### src/rtl/match_game.sv
// Two-counter reaction game: up/down counters sweep MIN_VAL..MAX_VAL in opposite
// directions and a Stop rising edge freezes them to score a match over ROUNDS rounds.
module match_game #(
  parameter int WIDTH    = 3,
  parameter int MIN_VAL  = 1,
  parameter int MAX_VAL  = 5,
  parameter int TICK_DIV = 1,
  parameter int HOLD_CYC = 4,
  parameter int ROUNDS   = 4
) (
  input  logic                         Clock,
  input  logic                         Reset_n,
  input  logic                         Start,
  input  logic                         Stop,
  output logic [WIDTH-1:0]             UpCount,
  output logic [WIDTH-1:0]             DownCount,
  output logic                         CntEn,
  output logic                         Win,
  output logic                         Lose,
  output logic [$clog2(ROUNDS+1)-1:0]  Score,
  output logic [$clog2(ROUNDS+1)-1:0]  Round,
  output logic                         Done,
  output logic [1:0]                   State
);

  localparam int CW = $clog2(ROUNDS + 1);
  localparam int PW = (TICK_DIV > 1) ? $clog2(TICK_DIV) : 1;
  localparam int HW = (HOLD_CYC > 1) ? $clog2(HOLD_CYC) : 1;

  localparam logic [WIDTH-1:0] MINV     = WIDTH'(MIN_VAL);
  localparam logic [WIDTH-1:0] MAXV     = WIDTH'(MAX_VAL);
  localparam logic [PW-1:0]    PRE_TC   = PW'(TICK_DIV - 1);
  localparam logic [HW-1:0]    HOLD_TC  = HW'(HOLD_CYC - 1);
  localparam logic [CW-1:0]    RND_LAST = CW'(ROUNDS);

  typedef enum logic [1:0] {
    IDLE = 2'd0,
    RUN  = 2'd1,
    HOLD = 2'd2,
    DONE = 2'd3
  } state_e;

  state_e            state_q, state_d;
  logic [WIDTH-1:0]  up_q, up_d;
  logic [WIDTH-1:0]  dn_q, dn_d;
  logic [PW-1:0]     pre_q, pre_d;
  logic [HW-1:0]     hold_q, hold_d;
  logic [CW-1:0]     score_q, score_d;
  logic [CW-1:0]     round_q, round_d;
  logic              stop_q, stop_d;
  logic              cen_q, cen_d;
  logic              win_q, win_d;
  logic              lose_q, lose_d;
  logic              done_q, done_d;
  logic              stop_rise;

  assign stop_rise = Stop & ~stop_q;

  // Next-state and registered-output computation; Stop outranks a coincident tick.
  always_comb begin
    state_d = state_q;
    up_d    = up_q;
    dn_d    = dn_q;
    pre_d   = pre_q;
    hold_d  = hold_q;
    score_d = score_q;
    round_d = round_q;
    stop_d  = Stop;
    cen_d   = cen_q;
    win_d   = win_q;
    lose_d  = lose_q;
    done_d  = done_q;

    case (state_q)
      IDLE, DONE: begin
        if (Start) begin
          state_d = RUN;
          score_d = '0;
          round_d = '0;
          up_d    = MINV;
          dn_d    = MAXV;
          pre_d   = '0;
          cen_d   = 1'b1;
          done_d  = 1'b0;
        end else begin
          state_d = state_q;
        end
      end
      RUN: begin
        if (stop_rise) begin
          state_d = HOLD;
          cen_d   = 1'b0;
          hold_d  = '0;
          round_d = round_q + CW'(1);
          if (up_q == dn_q) begin
            win_d   = 1'b1;
            score_d = score_q + CW'(1);
          end else begin
            lose_d  = 1'b1;
          end
        end else if (pre_q == PRE_TC) begin
          pre_d = '0;
          up_d  = (up_q == MAXV) ? MINV : up_q + WIDTH'(1);
          dn_d  = (dn_q == MINV) ? MAXV : dn_q - WIDTH'(1);
        end else begin
          pre_d = pre_q + PW'(1);
        end
      end
      HOLD: begin
        // Leaving HOLD restarts the prescaler so the next step is a full TICK_DIV away.
        if (hold_q == HOLD_TC) begin
          win_d  = 1'b0;
          lose_d = 1'b0;
          pre_d  = '0;
          if (round_q == RND_LAST) begin
            state_d = DONE;
            done_d  = 1'b1;
          end else begin
            state_d = RUN;
            cen_d   = 1'b1;
          end
        end else begin
          hold_d = hold_q + HW'(1);
        end
      end
      default: begin
        state_d = IDLE;
      end
    endcase
  end

  // State and output registers with asynchronous active-low reset.
  always_ff @(posedge Clock or negedge Reset_n) begin
    if (!Reset_n) begin
      state_q <= IDLE;
      up_q    <= MINV;
      dn_q    <= MAXV;
      pre_q   <= '0;
      hold_q  <= '0;
      score_q <= '0;
      round_q <= '0;
      stop_q  <= 1'b0;
      cen_q   <= 1'b0;
      win_q   <= 1'b0;
      lose_q  <= 1'b0;
      done_q  <= 1'b0;
    end else begin
      state_q <= state_d;
      up_q    <= up_d;
      dn_q    <= dn_d;
      pre_q   <= pre_d;
      hold_q  <= hold_d;
      score_q <= score_d;
      round_q <= round_d;
      stop_q  <= stop_d;
      cen_q   <= cen_d;
      win_q   <= win_d;
      lose_q  <= lose_d;
      done_q  <= done_d;
    end
  end

  assign UpCount   = up_q;
  assign DownCount = dn_q;
  assign CntEn     = cen_q;
  assign Win       = win_q;
  assign Lose      = lose_q;
  assign Score     = score_q;
  assign Round     = round_q;
  assign Done      = done_q;
  assign State     = state_q;

endmodule
### config.mk
export PLATFORM = sky130hd
export DESIGN_NAME = match_game
export DESIGN_NICKNAME = d
export VERILOG_FILES = /design/src/rtl/match_game.sv
export SDC_FILE = /design/constraint.sdc
export NUM_CORES = 1
export LEC_CHECK = 0
export CAP_MARGIN = 20
export CORE_MARGIN = 4
export CORE_UTILIZATION = 39
export DETAILED_ROUTE_END_ITERATION = 16
export SLEW_MARGIN = 15
export SYNTH_ARGS = -nofsm -noshare
export SYNTH_HDL_FRONTEND = slang
export SYNTH_SLANG_ARGS = --single-unit
### constraint.sdc
create_clock -name Clock -period 3.5 [get_ports Clock]
set_clock_uncertainty 0.15 [all_clocks]
set_input_delay 0.7 -clock Clock [delete_from_list [all_inputs] [get_ports Clock]]
set_output_delay 0.7 -clock Clock [all_outputs]
set_load 0.03 [all_outputs]
==> run_results.csv <==
group,metric,value,unit
grt,antenna_found_initial,0,
floorplanning,core_area,0.00308,mm2
grt,grt_max_degree,22,
cells_and_area,seq_area,529,um2
logic_synthesis,synth_area_leaders,"dfrtp_1 36%, ha_1 7.9%, dfstp_2 6.3%, o21ai_0 4.0%, inv_1 3.3%",
critical_path,worstRegToRegCells,6,
route,via_count,1054,
clock_tree,hold_buffers,0,
logic_synthesis,postSynthCellCount,127,
critical_path,cp_slowest_cell,"clkdlybuf4s50_1",
route,routed_via_density,5.46,
pwr,p_per_area,972,mW/mm2
placement,pre_cts_ws,0.922,ns
cells_and_area,drive_above_1_share,12.1,%
timing,relSlewSlack,63.6,%
clock_tree,cts_resized,0,
route,wirelength,2.86,mm
timing,rsz0062_at_grt,"false",
placement,io_buffers,21,
logic_synthesis,ys_types,43,
cells_and_area,layout.cells.most_common,"clkdlybuf4s50_1",
run_status,status,"complete, no violations",
grt,grt_pass1_wl,4.85,mm
critical_path,worstPathArrival,1.60,ns
run,drv_cap,0,
logic_synthesis,ys_warn_count,0,
critical_path,crit_buf_inv,1,
route,drc_errors,0,
floorplanning,die_h,64.8,um
clock_tree,numCtsBuffers,3,
timing,holdWs,0.373,ns
route,ant_nets,0,
critical_path,end_kind,"output pin",
logic_synthesis,syn-cell-area,0.00126,mm2
grt,grt_use_total,14.7,%
route,wl_per_cell,14.8,um
cells_and_area,diodes,0,
floorplanning,ios,22,
pwr,total_leakage_power,0.000647,uW
grt,overflow,0,
timing,slew_viol_final,0,
logic_synthesis,ys_async_sr_fraction,100,%
critical_path,crit_family,"buffers and inverters",
critical_path,start_kind,"flop",
cells_and_area,fill_cells,292,
clock_tree,cts-root-buf,"clkbuf_4",
clock_tree,cts.path.max_buffers,2,
timing,finalSetupTns,0,ns
min_path,whs_path_depth,1,
placement,dp_hpwl,2.10,mm
logic_synthesis,synth_seq_cells,21,
route,drtIter0Drc,38,
placement,routabilityCongestion,0.853,
clock_tree,tritoncts,"built",
cells_and_area,stdcell_area,0.00154,mm2
timing,hold_violations,0,
cells_and_area,layout_common_cells,"21 x clkdlybuf4s50_1, 18 x dfrtp_1, 11 x inv_1, 10 x o21ai_0, 8 x ha_1",
logic_synthesis,synth_edf_count,0,
min_path,hold_class,"flop to flop",
grt,first_global_vias,1036,
clock_tree,cts.sinks,21,
route,firstDrtPassIters,4,
logic_synthesis,syn_area_per_cell,9.92,um2
clock_tree,clk_pin_slew,0.12,ns
critical_path,cp.depth,1,
pwr,ir_drop,0.396,mV
timing,setup_ws,1.05,ns
critical_path,path_max_fanout,6,
clock_tree,clk_latency,0.31,ns
logic_synthesis,synth_top_area_share,35.7,%
floorplanning,die_w,64.8,um
critical_path,path_cells,"clkdlybuf4s50_1",
floorplanning,initial_core_util,40.9,%
cells_and_area,area_growth,22.3,%
timing,setup_viol,0,
timing,max_freq,409,MHz
cells_and_area,layout.nets,162,
logic_synthesis,synth_ff_type,"dfrtp_1",
clock_tree,cts_setup_buffers,0,
logic_synthesis,synth_fp_nets,139,
critical_path,worst-setup-path-type,"flop to output pin",
logic_synthesis,ys_seq_area_share,42.0,%
timing,period_share,69.9,%
critical_path,crit_required,2.65,ns
clock_tree,cts-htree-levels,1,
critical_path,critical-path-max-stage-delay,0.69,ns
timing,tightest_slew,0.544,ns
floorplanning,dieArea,0.00420,mm2
placement,postPlaceCellArea,0.00150,mm2
cells_and_area,multi_input_area,646,um2
logic_synthesis,synth_largest_area_cell,"dfrtp_1",
timing,fin_crit,2.45,ns
floorplanning,rows,20,
worst paths after layout:
| path | start | endpoint | slack (ns) |
|---|---|---|---|
| setup / recovery | UpCount[0] | UpCount[0] | 1.05 |
| hold / removal | CntEn | CntEn | 0.37 |
| setup reg to reg | State[1] | UpCount[1] | 1.23 |
| hold reg to reg | CntEn | CntEn | 0.37 |
| max in group asynchronous | Reset_n | DownCount[0] | 2.07 |
| min in group asynchronous | Reset_n | CntEn | 0.58 |
kinds of logic after synthesis:
kind of cell	share of synthesized area [%]
simple gates	11.3
flops	42.0
fa+ha+maj	7.94
mux	6.16
buf+inv	6.75
compound gates	23.7
xor+xnor	2.09
per-layer routing:
metal / global-route usage (%) / vias up / share of wire (%)
li1: - / 508 / -
met5: 0 / - / 0
met3: 3.29 / 5 / 4.8
met2: 22.6 / 31 / 45
met4: 4.75 / 0 / 1.3
met1: 20.4 / 510 / 48
flip-flops by register name, indices dropped and copies added (netlist names):
| name | cells |
|---|---|
| stop_q | 1 |
| Round | 3 |
| hold_q | 2 |
| CntEn | 1 |
| DownCount | 3 |
| Lose | 1 |
| Win | 1 |
| Done | 1 |
| State | 2 |
| UpCount | 3 |
| Score | 3 |
per-stage QoR:
stage	power (uW)	util (%)	instances
final	1500	50.1	193
after global routing	1610	50.1	193
after CTS	1510	49.6	192
after detailed placement	1380	48.7	188
after global placement	1350	48.7	188
after floorplan	1080	-	127
Yosys cell counts (2+ instances only):
cell and instances:
o21ai_1 2, nor2_1 5, a21o_1 2, mux2i_1 3
dfrtp_1 18, buf_2 2, and2_1 2, a21oi_1 6
o31ai_1 5, xnor2_1 3, buf_6 2, a41oi_1 2
o2bb2ai_1 3, nand2_1 6, ha_1 8, mux2_2 3
a31oi_1 4, nand3_1 2, inv_1 11, o21ai_0 10
nor4_1 3, dfstp_2 3, a211oi_1 2
cell type report:
cell class / count / area share [%]
Multi-Input combinational cell: 88 / 41.9
Sequential cell: 21 / 34.3
Timing Repair Buffer: 24 / 15.6
Tap cell: 44 / 3.57
Inverter: 12 / 2.92
Clock buffer: 4 / 1.70
report_power, final:
part	switching, uW	total, uW	leakage, uW	internal [uW]
logic	544	937	0.000378	393
registers	102	443	0.000254	341
clock network	75.1	120	0.0000150	44.5
(Power assumes the default switching activity.)
